**config.mk**
```make
export PLATFORM = sky130hd
export DESIGN_NAME = mux_2x1
export DESIGN_NICKNAME = d
export VERILOG_FILES = /design/src/rtl/mux_pkg.sv /design/src/rtl/sat_counter.sv /design/src/rtl/mux_2x1.sv
export SDC_FILE = /design/constraint.sdc
export NUM_CORES = 1
export LEC_CHECK = 0
export BUFFER_PORTS_ARGS = -buffer_cell sky130_fd_sc_hd__buf_2
export CORE_AREA = 3 3 40 42
export CTS_BUF_LIST = sky130_fd_sc_hd__clkbuf_4 sky130_fd_sc_hd__clkbuf_8
export CTS_CLUSTER_DIAMETER = 30
export DETAILED_ROUTE_END_ITERATION = 7
export DIE_AREA = 0 0 43 45
export PLACE_DENSITY = 0.46
export SLEW_MARGIN = 40
export SYNTH_ARGS = -nofsm -noshare
export SYNTH_HDL_FRONTEND = slang
export SYNTH_SLANG_ARGS = --single-unit
```
**constraint.sdc**
```tcl
create_clock -name clk -period 1.9 [get_ports clk]
set_clock_uncertainty 0.1 [all_clocks]
set_input_delay 0.19 -clock clk [delete_from_list [all_inputs] [get_ports clk]]
set_output_delay 0.19 -clock clk [all_outputs]
set_load 0.1 [all_outputs]
```
**src/rtl/mux_pkg.sv**
```systemverilog
// rtl/mux_pkg.sv - shared defaults and select encoding for the 2-to-1 mux
package mux_pkg;

  localparam int DEF_N     = 4;
  localparam int DEF_CNT_W = 16;

  typedef enum logic {
    SEL_D0 = 1'b0,
    SEL_D1 = 1'b1
  } mux_sel_e;

endpackage : mux_pkg

```
**src/rtl/sat_counter.sv**
```systemverilog
// rtl/sat_counter.sv - CNT_W-bit up-counter that sticks at all-ones
module sat_counter #(
  parameter int CNT_W = 16
) (
  input  logic             i_clk,
  input  logic             i_rst_n,
  input  logic             i_inc,
  output logic [CNT_W-1:0] o_count
);

  logic [CNT_W-1:0] r_count;
  logic             w_full;

  assign w_full  = &r_count;
  assign o_count = r_count;

  always_ff @(posedge i_clk) begin
    if (!i_rst_n) begin
      r_count <= '0;
    end else if (i_inc && !w_full) begin
      r_count <= r_count + 1'b1;
    end
  end

endmodule : sat_counter

```
**src/rtl/mux_2x1.sv**
```systemverilog
// rtl/mux_2x1.sv - N-bit 2-to-1 mux, combinational and registered outputs; MUX_2X1_SEL_CNT_EN adds a select-change counter
module mux_2x1
  import mux_pkg::*;
#(
  parameter int N     = DEF_N,
  parameter int CNT_W = DEF_CNT_W
) (
  input  logic             clk,
  input  logic             rst_n,
  input  logic [N-1:0]     d0,
  input  logic [N-1:0]     d1,
  input  logic             sel,
  input  logic             en,
  output logic [N-1:0]     y,
  output logic [N-1:0]     y_q,
  output logic             vld_q
`ifdef MUX_2X1_SEL_CNT_EN
  ,
  output logic [CNT_W-1:0] sel_chg_cnt
`endif
);

  mux_sel_e w_sel;

  // y ignores rst_n on purpose so it stays usable while the flops are held in reset
  assign w_sel = mux_sel_e'(sel);
  assign y     = (w_sel == SEL_D1) ? d1 : d0;

  always_ff @(posedge clk) begin
    if (!rst_n) begin
      y_q   <= '0;
      vld_q <= 1'b0;
    end else begin
      vld_q <= en;
      if (en) begin
        y_q <= y;
      end
    end
  end

`ifdef MUX_2X1_SEL_CNT_EN
  logic sel_prev;
  logic w_sel_chg;

  // sel_prev resets to 0, so a first captured sel=1 counts as a change
  assign w_sel_chg = en && (sel != sel_prev);

  always_ff @(posedge clk) begin
    if (!rst_n) begin
      sel_prev <= 1'b0;
    end else if (en) begin
      sel_prev <= sel;
    end
  end

  sat_counter #(
    .CNT_W (CNT_W)
  ) u_sel_cnt (
    .i_clk   (clk),
    .i_rst_n (rst_n),
    .i_inc   (w_sel_chg),
    .o_count (sel_chg_cnt)
  );
`else
  // without the counter there is no state beyond y_q and vld_q
`endif

endmodule : mux_2x1

```
* After elaboration in Yosys (flattened, before gate mapping)
Index checks and enable logic that the tools add are counted.
** Storage, ports and cells
- Output and inout bits :: 9
- Latch bits :: 0
- Memories :: 0
- Flip-flop bits (word level) :: 5
- ROM bits :: 0
- Logic and storage cells :: 3
- Bits in writable memories :: 0
** Cells by class
- Multiplexer cells :: 1
- Multipliers :: 0
- Divide/modulo/power cells :: 0
- Shift operators :: 0
- Add/sub/neg operators :: 0
- Reduce and logical (&&, ||, !) cells :: 0
- Eq/ne operators :: 0
- Bitwise gates (word level) :: 0
- Order comparisons :: 0
** Operator list (count)
- $mux W4 :: 1

* Longest topological paths before layout
Gate-level depths: netlist of run 1.
- Word-level depth :: 1
- Gate-level depth with buffers :: 2
- Depth with buffers taken out :: 2

* Least setup slack after synthesis of run 1
No wires, ideal clock.
- Path type :: register to register
- From :: register, netlist name y_q[3]
- To :: register y_q[3]
- Clock period less this slack :: 1.482 ns
- Library setup time :: 0.059 ns
- Setup slack :: 0.418 ns
- Data arrival time :: 1.323 ns
- Cell stages (with the launch flop) :: 3
- Path buffers :: 0
- Data required time :: 1.741 ns
- Cell sequence :: dfxtp_1 > o21ai_0 > o21ba_1
** RTL lines
- end signal: assignment :: line mux_2x1.sv:36 : y_q <= y;
- end: declaration :: line mux_2x1.sv:15 : output logic [N-1:0] y_q,

* Worst setup path in the final report of run 1
- From :: register y_q[1]
- To :: output y_q[1]
No word-level cell between the ends.

==> results of run 1 <==
==> worst register-to-register path, cell delays in order (launching register included) <==
cell                      delay (ps)
sky130_fd_sc_hd__dfxtp_1         300
sky130_fd_sc_hd__o21ai_0         130
sky130_fd_sc_hd__o21ba_1         150
==> power by group <==
group,internal [mW],switching [mW]
Sequential,0.113,0.00266
Clock,0.0936,0.0430
Combinational,0.0342,0.122
Total,0.241,0.167
==> final cells by class <==
class | instances | share of cell area
multi-input combinational | 13 | 0.3333
sequential | 5 | 0.2640
timing repair buffer | 20 | 0.2640
clock buffer | 4 | 0.07921
tap | 15 | 0.04950
inverter | 1 | 0.009901
==> layer usage <==
layer,GRT usage,routed length [µm],vias to the layer above
met2,0.09281,224,18
met3,0.03586,71,0
met4,0.03614,0,0
met5,0,0,-
li1,-,-,117
met1,0.08173,277,94
==> cell families (layout without fill, tap and decap cells) <==
family / after synthesis / after routing / share of synthesized area
flops: 5 / 5 / 0.4348
simple gates: 1 / 1 / 0.02719
buf+inv: 1 / 25 / 0.01629
compound gates: 8 / 8 / 0.2609
mux: 4 / 4 / 0.2609
==> cells in the final DEF (no fill, tap or decap) <==
| master | synthesis | final |
|---|---|---|
| sky130_fd_sc_hd__mux2_4 | 4 | 4 |
| sky130_fd_sc_hd__o21ba_1 | 4 | 4 |
| sky130_fd_sc_hd__o21ai_0 | 4 | 4 |
| sky130_fd_sc_hd__buf_2 | 0 | 20 |
| sky130_fd_sc_hd__clkbuf_4 | 0 | 4 |
| sky130_fd_sc_hd__dfxtp_1 | 5 | 5 |
| sky130_fd_sc_hd__inv_1 | 1 | 1 |
| sky130_fd_sc_hd__and2_1 | 1 | 1 |
==> flip-flops by register name (all words and copies together) (netlist names) <==
register,count
vld_q,1
y_q,4
==> worst max path at each step <==
| stage | start | to | slack [ps] |
|---|---|---|---|
| 3_5_place_dp | sel | y[2] | 650 |
| 4_1_cts | y_q[1]$_SDFFE_PN0P_ | y_q[1] | 610 |
| 2_1_floorplan | y_q[3]$_SDFFE_PN0P_ | y_q[3]$_SDFFE_PN0P_ | 420 |
| 3_3_place_gp | sel | y[2] | 650 |
| 5_1_grt | y_q[2]$_SDFFE_PN0P_ | y_q[2] | 590 |
| 6_report | y_q[1]$_SDFFE_PN0P_ | y_q[1] | 620 |
==> per-stage QoR <==
| stage | setup slack (ps) | utilization |
|---|---|---|
| final | 623.4 | 0.2950 |
| after global routing | 587.7 | 0.2950 |
| after CTS | 605.1 | 0.2950 |
| after detailed placement | 649.6 | 0.2717 |
| after global placement | 647.2 | 0.2717 |
| after floorplan | 418.1 | - |
==> impl_metrics.toml, run 1 <==
[cells_and_area]
layout.cell_area.non_filler_um2 = 379.1
fraction_of_layout_cells_with_a_size_suffix_above_1 = 0.6512
final_layout_net_count = 56
combined_area_of_the_multi_input_logic_cells_um2 = 126.4
num_antenna_cells = 0
area.sequential_um2 = 100.1
fillCellCount = 144
fin_cells = 58
layout-area-overhead-vs-synth_pct = 64.67

[sta]
timing.final.crit_share = 0.6719
finalWorstPathRequiredPeriod_ps = 1277
slew_headroom = 0.6744
setup_tns_ps = 0
setup_violations = 0
unrepaired_setup_endpoints_after_global_routing = "no"
worstMarginPinSlew_ps = 491.8
drv_slew = 0
finalHoldViolCount = 0
hold_ws_ps = 106.9
fmax_ghz = 0.7834

[global_route]
grt_first_pass_wirelength_um = 910
grt_usage = 0.06656
grt_start_max_net_pins = 7
antenna_violations_before_repair = 0
first_global_vias = 224
total_congestion_overflow_after_global_routing = 0

[worst_hold_path]
worst_hold_path.num_cells = 2
hp-start = "rst_n"
worst_hold_path_type = "in2reg"
whs_endpoint = "vld_q$_SDFF_PN0_"

[die]
starting_density = 0.1792
fp-row-count = 13
die_area_um2 = 1935
ioPinCount = 21
dieHeight_um = 45
die_span_x_um = 43
placeable_core_region_um2 = 1285

[pwr]
total_power_draw_mw = 0.4080
vdd_ir_drop_max_v = 0.0003475
pd_cells_nw_per_um2 = 1076
total_leakage_power_nw = 0.2209

[worst_setup_path]
critical_path.reg2reg.startpoint = "y_q[3]$_SDFFE_PN0P_"
startpoint_type_of_the_worst_setup_path = "register"
worst_setup_path_end_kind = "primary output"
rr_worst_depth = 2
critical_path.max_stage_delay_ps = 420
crit_cells = 1
timing.critical_path.arrival_ps = 990
critical_path.n_buffers_inverters = 1
critical-path-top-delay-family = "buffers and inverters"
crit-reg2reg-capture = "y_q[3]$_SDFFE_PN0P_"
cell_chain_critical_path = "buf_2"
regToRegSetupSlack_ps = 1110
crit_slowest_cell = "sky130_fd_sc_hd__buf_2"
type_of_the_worst_setup_path = "reg2out"
worst-endpoint-required_ps = 1610
critical_path.max_fanout = 2

[clock_tree]
tritoncts = "built"
cts_repair_resize_count = 0
clock_insertion_delay_worst_skew_ps = 230
cts-root-to-sink-buffers = 2
cts_root_buffer = "sky130_fd_sc_hd__clkbuf_4"
clk_transition_reported_paths_ps = 50
cts.htree.levels = 1
cts-hold-fix-buffers = 0
numCtsBuffers = 3
postCtsSetupRepairBufs = 0
clkSinkCount = 5

[detailed_routing]
via_count = 229
post-route-drc-count = 0
drt-initial-drc-count = 2
wl_per_cell_um = 9.897
post_route_wl_um = 574
postRouteAntennaNets = 0
routed_via_density = 3.948
first_pass_iters = 4

[yosys]
syn-mean-instance-area_um2 = 12.12
synth_sequential_area_ratio = 0.4348
synth-main-ff-cell = "sky130_fd_sc_hd__dfxtp_1"
synthesis.instances = 19
netlist.top_cell.by_area = "sky130_fd_sc_hd__dfxtp_1"
synth_enable_flop_cells = 0
synth_nets = 31
synthMostInstantiatedCell = "sky130_fd_sc_hd__dfxtp_1"
ys_ff_latch = 5
synth_largest_type_area_fraction = 0.4348
yosys-top-cells-count = "sky130_fd_sc_hd__dfxtp_1, sky130_fd_sc_hd__mux2_4, sky130_fd_sc_hd__o21ai_0, sky130_fd_sc_hd__o21ba_1"
yosys.cell_types.count = 6
synthArstFlopShare = 0
synth-warning-count = 0
syn_area_um2 = 230.2
ys_top_cells_by_area = "sky130_fd_sc_hd__dfxtp_1, sky130_fd_sc_hd__mux2_4, sky130_fd_sc_hd__o21ba_1"

[placement]
dp_cells = 54
globalplace.congestion = 0.6169
port_buffers = 20
detailed_place.area_um2 = 349.1

[job]
timing.max_cap.violations = 0

[status]
status = "finished, final reports clean"
Note: power is estimated with default switching activity, not from simulation.
==> run 2: changes to the inputs <==
==> constraint.sdc (replaced) <==
create_clock -name clk -period 1.35 [get_ports clk]
set_clock_uncertainty 0.1 [all_clocks]
set_input_delay 0.135 -clock clk [delete_from_list [all_inputs] [get_ports clk]]
set_output_delay 0.135 -clock clk [all_outputs]
set_load 0.1 [all_outputs]
==> run 2 against run 1 <==
Die area stayed put. Count of clock-buffer cells in the layout stayed put. Cell area up 17%. Clock power increased by 41%. Worst hold slack lost 42 ps. Worst setup slack worse by 480 ps. Global-route usage increased by 0.60 points. Cell count unchanged. Routed wire length rose by 8.9%. Sequential power is 43% higher.
==> impl_metrics.toml, run 2 (synthesis gave the netlist of run 1 again) <==
[clock_tree]
cts-root-to-sink-buffers = 2
cts_repair_resize_count = 0
numCtsBuffers = 3
cts_root_buffer = "sky130_fd_sc_hd__clkbuf_4"
clock_insertion_delay_worst_skew_ps = 240
cts.htree.levels = 1
tritoncts = "built"
cts-hold-fix-buffers = 0
postCtsSetupRepairBufs = 0
clkSinkCount = 5
clk_transition_reported_paths_ps = 50

[cells_and_area]
largest_register_ffs = 4
final_layout_net_count = 56
fillCellCount = 137
num_antenna_cells = 0
layout-area-overhead-vs-synth_pct = 92.93
commonest_non_fill_non_tap_cell_in_the_layout = "sky130_fd_sc_hd__buf_2"
biggestRegsByFlops = "y_q (4), vld_q (1)"
fraction_of_layout_cells_with_a_size_suffix_above_1 = 0.7442
registers.top_by_ff_count = "y_q"

[sta]
slew_headroom = 0.6725
timing.final.crit_share = 0.8942
finalWorstPathRequiredPeriod_ps = 1207
fmax_ghz = 0.8284
worstMarginPinSlew_ps = 494.7
finalHoldViolCount = 0
drv_slew = 0
setup_violations = 0
hold_ws_ps = 64.52
setup_tns_ps = 0
unrepaired_setup_endpoints_after_global_routing = "no"

[global_route]
first_global_vias = 250
total_congestion_overflow_after_global_routing = 0
grt_usage = 0.07256
grt_start_max_net_pins = 7
antenna_violations_before_repair = 0
grt_first_pass_wirelength_um = 986

[detailed_routing]
wl_per_cell_um = 10.78
via_count = 243
routed_via_density = 4.190
detailed_route_wirelength_on_metal2_um = 262
post_route_wl_um = 625
wl_met3_um = 76
postRouteAntennaNets = 0
post-route-drc-count = 0
first_pass_iters = 2
routed.top_layer = "met4"
drt-initial-drc-count = 4
wirelength_met1_um = 281

[placement]
port_buffers = 20
globalplace.congestion = 0.6154

[worst_hold_path]
worst_hold_path_type = "in2reg"

[pwr]
total_leakage_power_nw = 0.2439
pd_cells_nw_per_um2 = 1380
vdd_ir_drop_max_v = 0.0003375

[worst_setup_path]
critical_path.n_buffers_inverters = 1
crit_slowest_cell = "sky130_fd_sc_hd__buf_2"
critical-path-top-delay-family = "buffers and inverters"
critical_path.max_fanout = 2
startpoint_type_of_the_worst_setup_path = "register"
worst-endpoint-required_ps = 1120
type_of_the_worst_setup_path = "reg2out"
timing.critical_path.arrival_ps = 970
worst_setup_path_end_kind = "primary output"
cell_chain_critical_path = "buf_2"
critical_path.max_stage_delay_ps = 410

[die]
starting_density = 0.1792
ioPinCount = 21
dieHeight_um = 45
fp-row-count = 13
placeable_core_region_um2 = 1285
die_area_um2 = 1935
die_span_x_um = 43

[job]
timing.max_cap.violations = 0

[status]
status = "finished, final reports clean"
## run 2: report_power, final
group	internal, mW	leakage, nW	total (mW)	switching, mW
Combinational	0.0781	0.183	0.257	0.178
Sequential	0.160	0.0427	0.164	0.00352
Clock	0.132	0.0184	0.193	0.0610
Total	0.370	0.244	0.613	0.243
## run 2: worst paths after layout
| path | end | from | slack [ps] | cells past startpoint |
|---|---|---|---|---|
| setup / recovery | y_q[1] | y_q[1]$_SDFFE_PN0P_ | 140 | 1 |
| hold / removal | vld_q$_SDFF_PN0_ | rst_n | 60 | 2 |
| setup reg to reg | y_q[3]$_SDFFE_PN0P_ | y_q[3]$_SDFFE_PN0P_ | 550 | 2 |
| hold reg to reg | y_q[2]$_SDFFE_PN0P_ | y_q[2]$_SDFFE_PN0P_ | 490 | 2 |
## run 2: final cells by class
cell class | count | area [µm²] | share of cell area
clock buffers | 4 | 30.03 | 0.06761
multi-input cells | 13 | 126.4 | 0.2845
well taps | 15 | 18.77 | 0.04225
inverters | 1 | 3.754 | 0.008451
repair buffers | 20 | 160.2 | 0.3606
flip-flops and latches | 5 | 105.1 | 0.2366
## run 2: stage by stage
step	worst slack [ps]	area (µm²)	cells	total power [mW]	utilization
finish	142.9	444.2	58	0.6132	0.3457
global route	116.0	444.2	58	0.6394	0.3457
CTS	127.6	444.2	58	0.6258	0.3457
detailed placement	309.8	414.1	54	0.4241	0.3223
global placement	319.2	414.1	54	0.4239	0.3223
floorplan	197.2	235.2	19	0.3467	-
## run 2: metal layers
layer / track usage / up-vias
met1: 0.08717 / 107
met4: 0.07229 / 0
met5: 0 / -
met3: 0.02789 / 2
li1: - / 118
met2: 0.09581 / 16
